==> src/rtl/fetch_unit_pkg.sv <==
// Shared constants for the instruction fetch path: instruction width,
// sequential PC step and the word-alignment mask applied to redirect targets.
package fetch_unit_pkg;

    localparam int INSTR_W    = 32;
    localparam int PC_INC     = 4;
    localparam int ALIGN_MASK = 3;

endpackage

==> src/rtl/fetch_unit_queue.sv <==
// Circular fetch queue: power-of-two entries, single push/pop per cycle,
// flush empties it in one cycle. Only pointers and count are reset.
module fetch_queue #(
    parameter int WIDTH = 64,
    parameter int DEPTH = 4
) (
    input  logic                     clk,
    input  logic                     rst,
    input  logic                     flush,
    input  logic                     push,
    input  logic [WIDTH-1:0]         push_data,
    input  logic                     pop,
    output logic [WIDTH-1:0]         head_data,
    output logic                     full,
    output logic                     empty,
    output logic [$clog2(DEPTH):0]   count
);

    localparam int PTR_W = $clog2(DEPTH);
    localparam int CNT_W = PTR_W + 1;
    localparam logic [PTR_W-1:0] PTR_ONE = 1;

    logic [WIDTH-1:0] mem [DEPTH];
    logic [PTR_W-1:0] rd_ptr;
    logic [PTR_W-1:0] wr_ptr;
    logic             do_push;
    logic             do_pop;

    assign full      = (count == CNT_W'(DEPTH));
    assign empty     = (count == '0);
    assign do_push   = push && !full;
    assign do_pop    = pop && !empty;
    assign head_data = mem[rd_ptr];

    always_ff @(posedge clk) begin
        if (rst || flush) begin
            rd_ptr <= '0;
            wr_ptr <= '0;
            count  <= '0;
        end else begin
            if (do_push) wr_ptr <= wr_ptr + PTR_ONE;
            if (do_pop)  rd_ptr <= rd_ptr + PTR_ONE;
            count <= count + CNT_W'(do_push) - CNT_W'(do_pop);
        end
    end

    // Payload storage carries no reset; validity lives entirely in count.
    always_ff @(posedge clk) begin
        if (do_push) mem[wr_ptr] <= push_data;
    end

endmodule

==> src/rtl/fetch_unit.sv <==
// Instruction fetch front end: issues sequential ROM reads, buffers the
// responses with their PCs, and flushes/refetches on a redirect.
module fetch_unit
    import fetch_unit_pkg::*;
#(
    parameter int                ADDR_W   = 32,
    parameter int                DEPTH    = 4,
    parameter logic [ADDR_W-1:0] RESET_PC = '0
) (
    input  logic               clk,
    input  logic               rst,
    input  logic               redirect_valid,
    input  logic [ADDR_W-1:0]  redirect_pc,
    output logic               imem_req,
    output logic [ADDR_W-1:0]  imem_addr,
    input  logic [INSTR_W-1:0] imem_rdata,
    output logic               out_valid,
    input  logic               out_ready,
    output logic [INSTR_W-1:0] out_instr,
    output logic [ADDR_W-1:0]  out_pc
);

    localparam int CNT_W = $clog2(DEPTH) + 1;
    localparam int ENT_W = ADDR_W + INSTR_W;

    logic [ADDR_W-1:0] fetch_pc;
    logic [ADDR_W-1:0] inflight_pc;
    logic              inflight;
    logic [CNT_W-1:0]  count;
    logic [ENT_W-1:0]  head_data;
    logic              full;
    logic              empty;
    logic              issue;
    logic              push;
    logic              pop;

    // Inflight reads are reserved against queue space so a response always fits.
    assign issue = !rst && !redirect_valid && !full &&
                   (({1'b0, count} + (CNT_W + 1)'(inflight)) < (CNT_W + 1)'(DEPTH));

    assign imem_req  = issue;
    assign imem_addr = fetch_pc;
    assign push      = inflight && !redirect_valid;
    assign out_valid = !empty && !rst;
    assign pop       = out_valid && out_ready;
    assign out_pc    = head_data[ENT_W-1:INSTR_W];
    assign out_instr = head_data[INSTR_W-1:0];

    always_ff @(posedge clk) begin
        if (rst) begin
            fetch_pc <= RESET_PC;
            inflight <= 1'b0;
        end else if (redirect_valid) begin
            fetch_pc <= redirect_pc & ~ADDR_W'(ALIGN_MASK);
            inflight <= 1'b0;
        end else begin
            inflight <= issue;
            if (issue) fetch_pc <= fetch_pc + ADDR_W'(PC_INC);
        end
    end

    always_ff @(posedge clk) begin
        if (issue) inflight_pc <= fetch_pc;
    end

    fetch_queue #(
        .WIDTH (ENT_W),
        .DEPTH (DEPTH)
    ) u_queue (
        .clk       (clk),
        .rst       (rst),
        .flush     (redirect_valid),
        .push      (push),
        .push_data ({inflight_pc, imem_rdata}),
        .pop       (pop),
        .head_data (head_data),
        .full      (full),
        .empty     (empty),
        .count     (count)
    );

endmodule

==> config.mk <==
export PLATFORM = sky130hd
export DESIGN_NAME = fetch_unit
export DESIGN_NICKNAME = d
export VERILOG_FILES = /design/src/rtl/fetch_unit_pkg.sv /design/src/rtl/fetch_unit_queue.sv /design/src/rtl/fetch_unit.sv
export SDC_FILE = /design/constraint.sdc
export NUM_CORES = 1
export LEC_CHECK = 0
export ABC_AREA = 1
export CORE_MARGIN = 2
export CORE_UTILIZATION = 40
export DETAILED_ROUTE_END_ITERATION = 6
export PLACE_DENSITY = 0.61
export SLEW_MARGIN = 20
export SYNTH_ARGS = -nofsm -noshare
export SYNTH_HDL_FRONTEND = slang
export SYNTH_SLANG_ARGS = --single-unit
==> constraint.sdc <==
create_clock -name clk -period 4.79 [get_ports clk]
set_input_delay 0.479 -clock clk [delete_from_list [all_inputs] [get_ports clk]]
set_output_delay 0.479 -clock clk [all_outputs]
set_load 0.005 [all_outputs]
==> results.json, run 1 <==
{
  "drive_gt1_share_pct": 6.69,
  "arrival_ns": 2.98,
  "setup_tns_ns": 0,
  "synthesis.area_um2": 12800,
  "num_io_pins": 166,
  "synth-seq-area-share_pct": 71.6,
  "tritoncts": "done",
  "ir_drop_v": 0.000185,
  "relSlewSlack_pct": 42.3,
  "drt_pre_antenna_iters": 4,
  "ctsHoldBuffers": 0,
  "synthArstFlopShare_pct": 0,
  "power_leakage_nw": 5.57,
  "clock-sinks": 318,
  "worst_hold_slack_ns": 0.495,
  "diodes": 0,
  "critPathKind": "flip-flop to output pin",
  "insertion_delay_ns": 0.50,
  "die_height_um": 183,
  "post_synth_num_cell_types": 32,
  "placementRows": 65,
  "unrepaired_setup_endpoints_after_global_routing": "no",
  "post_layout_nonfiller_instances": 1687,
  "postSynthCellCount": 1101,
  "drv_cap": 0,
  "outcome": "finished clean",
  "fp.dieW_um": 183,
  "min_period_ns": 3.46,
  "critical_path.reg2reg.endpoint": "u_queue.mem[3][24]",
  "crit_required_ns": 4.31,
  "detailed_place_hpwl_mm": 17.1,
  "cts_max_level": 2,
  "via_per_inst": 5.02,
  "crit_fanout": 90,
  "fin_crit_sh_pct": 72.3,
  "reg2reg_setup_slack_ns": 2.27,
  "layout_commonest_cell": "sky130_fd_sc_hd__edfxtp_1",
  "grt_pass1_wl_mm": 44.1,
  "power_density_nw_per_um2": 378,
  "whs_endpoint": "u_queue.rd_ptr[0]",
  "post_cts_setup_driven_buffer_insertion_count": 0,
  "starting_density_of_the_core_pct": 40.6,
  "post_drt_wl_per_cell_um": 16.9,
  "grtUsageTotal_pct": 17.0,
  "num_vias": 8466,
  "timing_max_transition_violations_final": 0,
  "num-nets-final": 1336,
  "dpl.cell_count": 1624,
  "maxClockFrequency_mhz": 289,
  "place.gp.congestion": 0.793,
  "largest_net_degree_at_the_start_of_global_routing": 91,
  "flow.area_growth_from_synthesis_pct": 25.1,
  "ys_seq_elements": 318,
  "wirelength_mm": 28.5,
  "synth-warning-count": 0,
  "grt_overflow": 0,
  "drt_iter0_markers": 591,
  "grt_antenna_before_repair": 0,
  "ys_dominant_reg_cell": "sky130_fd_sc_hd__edfxtp_1",
  "ant_nets": 0,
  "synth_edf_count": 278,
  "worst_r2r_path_depth": 6,
  "final-hold-violation-count": 0,
  "cts_bufs_inserted": 35,
  "port_buffers": 159,
  "design.die.area_um2": 33400,
  "cts-root-to-sink-buffers": 3,
  "worst_setup_hold_path_clk_slew_ns": 0.06,
  "hold_path_depth": 2,
  "final_routed_drc_violation_total": 0,
  "setup_violations": 0,
  "worstSetupEndpointType": "output pin",
  "clock_tree.root_cell": "sky130_fd_sc_hd__clkbuf_16",
  "timing.hold.worst.start": "u_queue.rd_ptr[0]",
  "avgSynthCellArea_um2": 11.6,
  "most_used_cells_in_the_layout_excluding_fill_and_tap_cells": "sky130_fd_sc_hd__edfxtp_1, sky130_fd_sc_hd__nor2_1, sky130_fd_sc_hd__nand2_1, sky130_fd_sc_hd__clkdlybuf4s50_1, sky130_fd_sc_hd__o21ai_0",
  "coreArea_um2": 31500,
  "timing.clock.skew_ns": 0.0154,
  "cts-resized-gates": 0,
  "r2r-start": "u_queue.count[1]",
  "max_slew.worst_pin.slew_ns": 0.865,
  "grt_pass1_vias": 8147,
  "worstSetupStartpointType": "flip-flop",
  "hold_class": "flip-flop to flip-flop"
}
==> metrics by stage <==
| step | util, % | worst slack, ns | power, mW | instance area, um^2 |
|---|---|---|---|---|
| 2_1_floorplan | - | 0.753 | 3.28 | 12800 |
| 3_3_place_gp | 47.2 | 1.54 | 3.46 | 14800 |
| 6_report | 50.8 | 1.33 | 6.04 | 16000 |
| 4_1_cts | 50.8 | 1.27 | 6.10 | 16000 |
| 3_5_place_dp | 47.2 | 1.49 | 3.47 | 14800 |
| 5_1_grt | 50.8 | 1.15 | 6.23 | 16000 |
==> cell usage after synthesis, drive strengths merged, types with 2 or more instances <==
cell type,instances,area share (%)
edfxtp,278,65
nor2,182,5.6
nand2,162,4.8
o21ai,128,5.0
inv,70,2.1
nand3,65,2.6
o22ai,62,3.0
dfxtp,40,6.3
clkbuf,37,1.1
a21oi,22,0.86
buf,20,0.96
ha,8,0.78
a31oi,7,0.34
o21bai,4,0.24
xor2,4,0.27
nand4,3,0.15
xnor2,2,0.14
==> final cells by class <==
| type | count | area (um^2) |
|---|---|---|
| Tap cell | 402 | 503 |
| Clock inverter | 16 | 161 |
| Timing Repair Buffer | 175 | 1770 |
| Inverter | 70 | 265 |
| Fill cell | 2731 | 15500 |
| Clock buffer | 47 | 983 |
| Sequential cell | 318 | 9150 |
| Multi-Input combinational cell | 659 | 3140 |
==> registers in the layout (all words and copies together), names as in the netlist, named ones only <==
name and flops:
u_queue.count 3, u_queue.rd_ptr 2, u_queue.mem 248, imem_addr 30, u_queue.wr_ptr 2, inflight_pc 30
inflight 1
==> critical path, cell delays in order, from the launching register on <==
cell and delay [ns]:
sky130_fd_sc_hd__dfxtp_4 0.59, sky130_fd_sc_hd__buf_4 0.76, sky130_fd_sc_hd__o21ai_0 0.20, sky130_fd_sc_hd__o22ai_1 0.31, sky130_fd_sc_hd__clkdlybuf4s50_1 0.56
==> worst max-delay path by stage <==
| stage | cells past startpoint | to | slack [ns] | startpoint |
|---|---|---|---|---|
| 6_report | 4 | out_pc[12] | 1.33 | flip-flop |
| 5_1_grt | 4 | out_pc[14] | 1.15 | flip-flop |
| 4_1_cts | 4 | out_pc[16] | 1.27 | flip-flop |
| 3_5_place_dp | 5 | u_queue.mem[3][39] | 1.49 | redirect_valid |
| 3_3_place_gp | 5 | u_queue.mem[3][39] | 1.54 | redirect_valid |
| 2_1_floorplan | 4 | u_queue.mem[0][0] | 0.75 | redirect_valid |
==> cell families (layout without fill, tap and decap cells) <==
logic type	count (synthesis)	after routing	share of synthesized area, %
DFF	318	318	71.6
and+or+nand+nor	414	414	13.2
buffers and inverters	127	308	4.10
AOI/OAI and AO/OA	225	225	9.61
muxes	1	1	0.0784
adders and majority gates	9	9	0.940
other	1	4	0.0294
xor gates and xnor gates	6	6	0.411
==> report_power, final <==
part / internal, mW / total, mW / leakage (nW) / switching (mW)
Clock: 1.61 / 2.63 / 0.567 / 1.02
Sequential: 3.07 / 3.13 / 2.85 / 0.0579
Combinational: 0.147 / 0.280 / 2.15 / 0.132
Total: 4.82 / 6.04 / 5.57 / 1.21
==> per-layer routing <==
layer / part of all wire (%) / global-route usage, % / wire length (um)
met5: 0 / 0 / 0
met4: 1.9 / 4.84 / 529
met3: 5.8 / 3.17 / 1640
met2: 46 / 28.1 / 13200
met1: 46 / 23.1 / 13100
Note: power is estimated with default switching activity, not from simulation.
==> run 2, diff against run 1 <==
==> constraint.sdc (replaced) <==
create_clock -name clk -period 3.4 [get_ports clk]
set_input_delay 0.34 -clock clk [delete_from_list [all_inputs] [get_ports clk]]
set_output_delay 0.34 -clock clk [all_outputs]
set_load 0.005 [all_outputs]
==> run 2 against run 1 <==
Net effect: utilization grew 0.088 points; global-route usage is essentially flat; sequential cell count unchanged; final cell count grew 0.12%; count of clock-buffer cells in the layout fell by 3; combinational power increased by 41%; sequential power up 41%; setup slack got worse by 0.94 ns; first-iteration DRC count shrank 0.17%; critical path type unchanged.
==> results.json, run 2 (synthesis gave the netlist of run 1 again) <==
{
  "worstSetupStartpointType": "flip-flop",
  "fp.dieW_um": 183,
  "starting_density_of_the_core_pct": 40.6,
  "crit_path_max_incr_delay_ns": 0.62,
  "coreArea_um2": 31500,
  "cts_bufs_inserted": 35,
  "insertion_delay_ns": 0.51,
  "number_of_flip_flops_in_the_largest_register": 248,
  "seq_area_um2": 9150,
  "ant_nets": 0,
  "multi_input_comb_area_um2": 3140,
  "port_buffers": 159,
  "ctsHoldBuffers": 0,
  "timing_max_transition_violations_final": 0,
  "num-nets-final": 1340,
  "design.die.area_um2": 33400,
  "grtUsageTotal_pct": 17.0,
  "arrival_ns": 2.67,
  "drv_cap": 0,
  "top_register": "u_queue.mem",
  "num_vias": 8515,
  "critical_path.cell_chain": "buf_4 -> o21ai_0 -> o22ai_1 -> clkdlybuf4s50_1",
  "crit_required_ns": 3.06,
  "cts-resized-gates": 0,
  "tritoncts": "done",
  "total_power_mw": 8.36,
  "outcome": "finished clean",
  "unrepaired_setup_endpoints_after_global_routing": "no",
  "via_per_inst": 5.04,
  "most_used_cells_in_the_layout_excluding_fill_and_tap_cells": "sky130_fd_sc_hd__edfxtp_1, sky130_fd_sc_hd__nor2_1, sky130_fd_sc_hd__nand2_1, sky130_fd_sc_hd__clkdlybuf4s50_1, sky130_fd_sc_hd__o21ai_0",
  "diodes": 0,
  "detailed_place_hpwl_mm": 17.5,
  "drt_iter0_markers": 590,
  "crit_fanout": 57,
  "die_height_um": 183,
  "drt_pre_antenna_iters": 5,
  "setup_tns_ns": 0,
  "timing.critical_path.slowest_stage_cell": "sky130_fd_sc_hd__dfxtp_4",
  "flow.area_growth_from_synthesis_pct": 25.3,
  "wirelength_mm": 28.4,
  "worst_setup_hold_path_clk_slew_ns": 0.06,
  "max_slew.worst_pin.slew_ns": 0.641,
  "clock-sinks": 318,
  "reg2reg_setup_slack_ns": 1.08,
  "grt_pass1_wl_mm": 44.1,
  "place.gp.congestion": 0.874,
  "fill_cells": 2739,
  "fin_crit_sh_pct": 88.6,
  "clock_tree.root_cell": "sky130_fd_sc_hd__clkbuf_16",
  "grt_overflow": 0,
  "final_routed_drc_violation_total": 0,
  "worstSetupEndpointType": "output pin",
  "num_io_pins": 166,
  "power_density_nw_per_um2": 522,
  "relSlewSlack_pct": 57.2,
  "cts_max_level": 2,
  "critPathKind": "flip-flop to output pin",
  "cts-root-to-sink-buffers": 3,
  "setup_violations": 0,
  "maxClockFrequency_mhz": 332,
  "timing.clock.skew_ns": 0.0185,
  "largest_net_degree_at_the_start_of_global_routing": 71,
  "post_drt_wl_per_cell_um": 16.8,
  "min_period_ns": 3.01,
  "hold_class": "input pin to flip-flop",
  "ir_drop_v": 0.000280,
  "grt_pass1_vias": 8135,
  "placementRows": 65,
  "grt_antenna_before_repair": 0,
  "power_leakage_nw": 5.57,
  "layout_commonest_cell": "sky130_fd_sc_hd__edfxtp_1",
  "drive_gt1_share_pct": 6.68,
  "final-hold-violation-count": 0,
  "post_cts_setup_driven_buffer_insertion_count": 0
}
## run 2: changes by cell type in the layout (fill, tap and decap cells not counted), sizes merged
cell and delta:
bufinv -1, clkbuf -3, clkinvlp +2, buf +4
## run 2: layer usage
layer	up-vias	part of all wire, %	wire length [um]	GRT usage [%]
met2	221	48	13600	28.3
met3	39	6.2	1770	3.97
met5	-	0	0	0
met1	4046	44	12600	22.5
li1	4209	-	-	-
met4	0	1.8	521	4.23
## run 2: cell type report
class                           instances  share of cell area [%]
Clock inverter                         17                   0.813
Multi-Input combinational cell        659                    19.6
Clock buffer                           44                    6.01
Timing Repair Buffer                  179                    11.6
Tap cell                              402                    3.14
Inverter                               70                    1.66
Sequential cell                       318                    57.2
## run 2: path summary, 6_finish.rpt
| path | startpoint | to | cells past startpoint |
|---|---|---|---|
| setup / recovery | flip-flop | out_instr[20] | 4 |
| hold / removal | redirect_pc[10] | imem_addr[10] | 3 |
| setup reg to reg | u_queue.count[1] | u_queue.mem[2][38] | 6 |
| hold reg to reg | inflight_pc[19] | u_queue.mem[2][51] | 0 |
## run 2: power breakdown
part / switching, mW / leakage, nW / total, mW / internal, mW
Combinational: 0.186 / 2.19 / 0.396 / 0.211
Sequential: 0.0789 / 2.85 / 4.40 / 4.32
Clock: 1.42 / 0.531 / 3.56 / 2.15
## run 2: stage by stage
step | area, um^2 | hold slack [ns] | worst slack, ns | instances | util (%)
floorplan | 12800 | 0.439 | -0.552 | 1104 | -
global placement | 14900 | 0.478 | 0.776 | 1628 | 47.4
CTS | 16000 | 0.409 | 0.350 | 1689 | 50.9
finish | 16000 | 0.432 | 0.387 | 1689 | 50.9
global route | 16000 | 0.434 | 0.214 | 1689 | 50.9
detailed placement | 14900 | 0.484 | 0.763 | 1628 | 47.4
## run 2: critical path, delay by kind of cell, from the launching register on
family	cells	cell delay (ns)
compound gates	2	0.37
flops	1	0.62
buf+inv	2	1.13
==> run 3, diff against run 2 <==
--- a/config.mk
+++ b/config.mk
@@ -10,6 +10,8 @@
 export CORE_UTILIZATION = 40
 export DETAILED_ROUTE_END_ITERATION = 6
 export PLACE_DENSITY = 0.61
+export REMOVE_ABC_BUFFERS = 1
+export SKIP_LAST_GASP = 1
 export SLEW_MARGIN = 20
 export SYNTH_ARGS = -nofsm -noshare
 export SYNTH_HDL_FRONTEND = slang
==> run 3 against run 2 <==
Net effect: global-route usage grew 0.31 points; critical path type unchanged; clock power shrank 2%; via count grew 1.0%; fmax grew 1.4%; largest cell class unchanged; die area is the same; clock skew shrank 0.0055 ns; sequential cell count is the same.
==> results.json, run 3 (synthesis gave the netlist of run 1 again) <==
{
  "critical_path.cell_chain": "buf_4 -> o21ai_0 -> o22ai_1 -> clkdlybuf4s50_1",
  "grt_pass1_wl_mm": 45.0,
  "hold_path_depth": 3,
  "power_dissipated_by_switching_net_loads_mw": 1.66,
  "clock_tree.root_cell": "sky130_fd_sc_hd__clkbuf_16",
  "power_leakage_nw": 5.55,
  "sw_frac_of_total_pct": 20.0,
  "grt_overflow": 0,
  "grtUsageTotal_pct": 17.3,
  "power_density_nw_per_um2": 521,
  "hold_class": "input pin to flip-flop",
  "placementRows": 65,
  "top_register": "u_queue.mem",
  "total_power_mw": 8.30,
  "worstSetupStartpointType": "flip-flop",
  "cts_bufs_inserted": 34,
  "relSlewSlack_pct": 52.5,
  "detailed_place_hpwl_mm": 17.9,
  "timing_max_transition_violations_final": 0,
  "min_period_ns": 2.97,
  "fp.dieW_um": 183,
  "seq_power_share_pct": 53.1,
  "tritoncts": "done",
  "post_cts_setup_driven_buffer_insertion_count": 0,
  "diodes": 0,
  "number_of_flip_flops_in_the_largest_register": 248,
  "crit_fanout": 27,
  "port_buffers": 159,
  "drv_cap": 0,
  "worst_r2r_path_depth": 10,
  "num_vias": 8601,
  "post_dp_cell_area_um2": 14900,
  "die_height_um": 183,
  "drt_iter0_markers": 579,
  "ctsHoldBuffers": 0,
  "outcome": "finished clean",
  "num_io_pins": 166,
  "worst_setup_hold_path_clk_slew_ns": 0.06,
  "place.gp.congestion": 0.836,
  "num-nets-final": 1342,
  "layout_commonest_cell": "sky130_fd_sc_hd__edfxtp_1",
  "coreArea_um2": 31500,
  "setup_violations": 0,
  "final-hold-violation-count": 0,
  "p_int_mw": 6.64,
  "maxClockFrequency_mhz": 336,
  "critPathKind": "flip-flop to output pin",
  "wirelength_mm": 29.1,
  "grt_pass1_vias": 8149,
  "crit_path_max_incr_delay_ns": 0.74,
  "worst_hold_slack_ns": 0.431,
  "timing.clock.skew_ns": 0.0130,
  "pwr-share-comb_pct": 4.8,
  "crit_required_ns": 3.06,
  "worstSetupEndpointType": "output pin",
  "grt_antenna_before_repair": 0,
  "design.die.area_um2": 33400,
  "cts_max_level": 2,
  "max_slew.worst_pin.slew_ns": 0.712,
  "drt_pre_antenna_iters": 5,
  "flow.area_growth_from_synthesis_pct": 24.7,
  "starting_density_of_the_core_pct": 40.6,
  "post-route-cell-area_um2": 15900,
  "timing.critical_path.slowest_stage_cell": "sky130_fd_sc_hd__dfxtp_2",
  "post_drt_wl_per_cell_um": 17.2,
  "fill_cells": 2739,
  "fin_crit_sh_pct": 87.4,
  "insertion_delay_ns": 0.50,
  "arrival_ns": 2.63,
  "ir_drop_v": 0.000264,
  "cts-root-to-sink-buffers": 3,
  "clock-sinks": 318,
  "unrepaired_setup_endpoints_after_global_routing": "no",
  "via_per_inst": 5.09,
  "drive_gt1_share_pct": 6.68,
  "final_routed_drc_violation_total": 0,
  "cts-resized-gates": 0,
  "most_used_cells_in_the_layout_excluding_fill_and_tap_cells": "sky130_fd_sc_hd__edfxtp_1, sky130_fd_sc_hd__nor2_1, sky130_fd_sc_hd__nand2_1, sky130_fd_sc_hd__clkdlybuf4s50_1, sky130_fd_sc_hd__o21ai_0",
  "clock_power_share_pct": 42.2,
  "largest_net_degree_at_the_start_of_global_routing": 125,
  "ant_nets": 0
}
[run 3: path summary, 6_finish.rpt]
kind / startpoint / endpoint / slack [ns]
setup reg to reg: u_queue.count[1] / u_queue.count[2] / 1.20
hold reg to reg: inflight_pc[15] / u_queue.mem[3][47] / 0.49
setup / recovery: flip-flop / out_pc[2] / 0.43
hold / removal: redirect_pc[2] / imem_addr[2] / 0.43
[run 3: final cells by class]
| class | count | area (um^2) | share of cell area [%] |
|---|---|---|---|
| multi-input cells | 659 | 3140 | 19.7 |
| inverters | 70 | 265 | 1.67 |
| flip-flops and latches | 318 | 9150 | 57.5 |
| clock inverters | 10 | 103 | 0.644 |
| clock buffers | 48 | 956 | 6.00 |
| well taps | 402 | 503 | 3.16 |
| repair buffers | 182 | 1800 | 11.3 |
[run 3: power by group through the flow]
stage	registers (mW)	clock network [mW]	logic, mW
floorplan	4.46	0	0.139
global placement	4.48	0	0.396
detailed placement	4.49	0	0.399
CTS	4.40	3.57	0.401
global route	4.42	3.73	0.436
finish	4.41	3.50	0.396
[run 3: stage by stage]
stage                     setup slack [ns]  TNS, ns  instances  util, %
after floorplan                      -1.41  -226.87       1047        -
after global placement               0.759        0       1631     47.2
after detailed placement             0.776        0       1631     47.2
after CTS                            0.409        0       1689     50.6
after global routing                 0.287        0       1689     50.6
final                                0.428        0       1689     50.6
[run 3: routing by layer]
metal  wire, um  global-route usage, %  part of all wire (%)
met5          0                      0                     0
met4        652                   5.35                   2.2
met3       1640                   3.07                   5.6
met2      13600                   27.8                    47
met1      13300                   24.0                    46
[run 3: worst max-delay path: cells and delay by family, from the launching register on]
kind            cells  cell delay (ns)
compound gates      2             0.44
buf+inv             2             0.94
flops               1             0.74
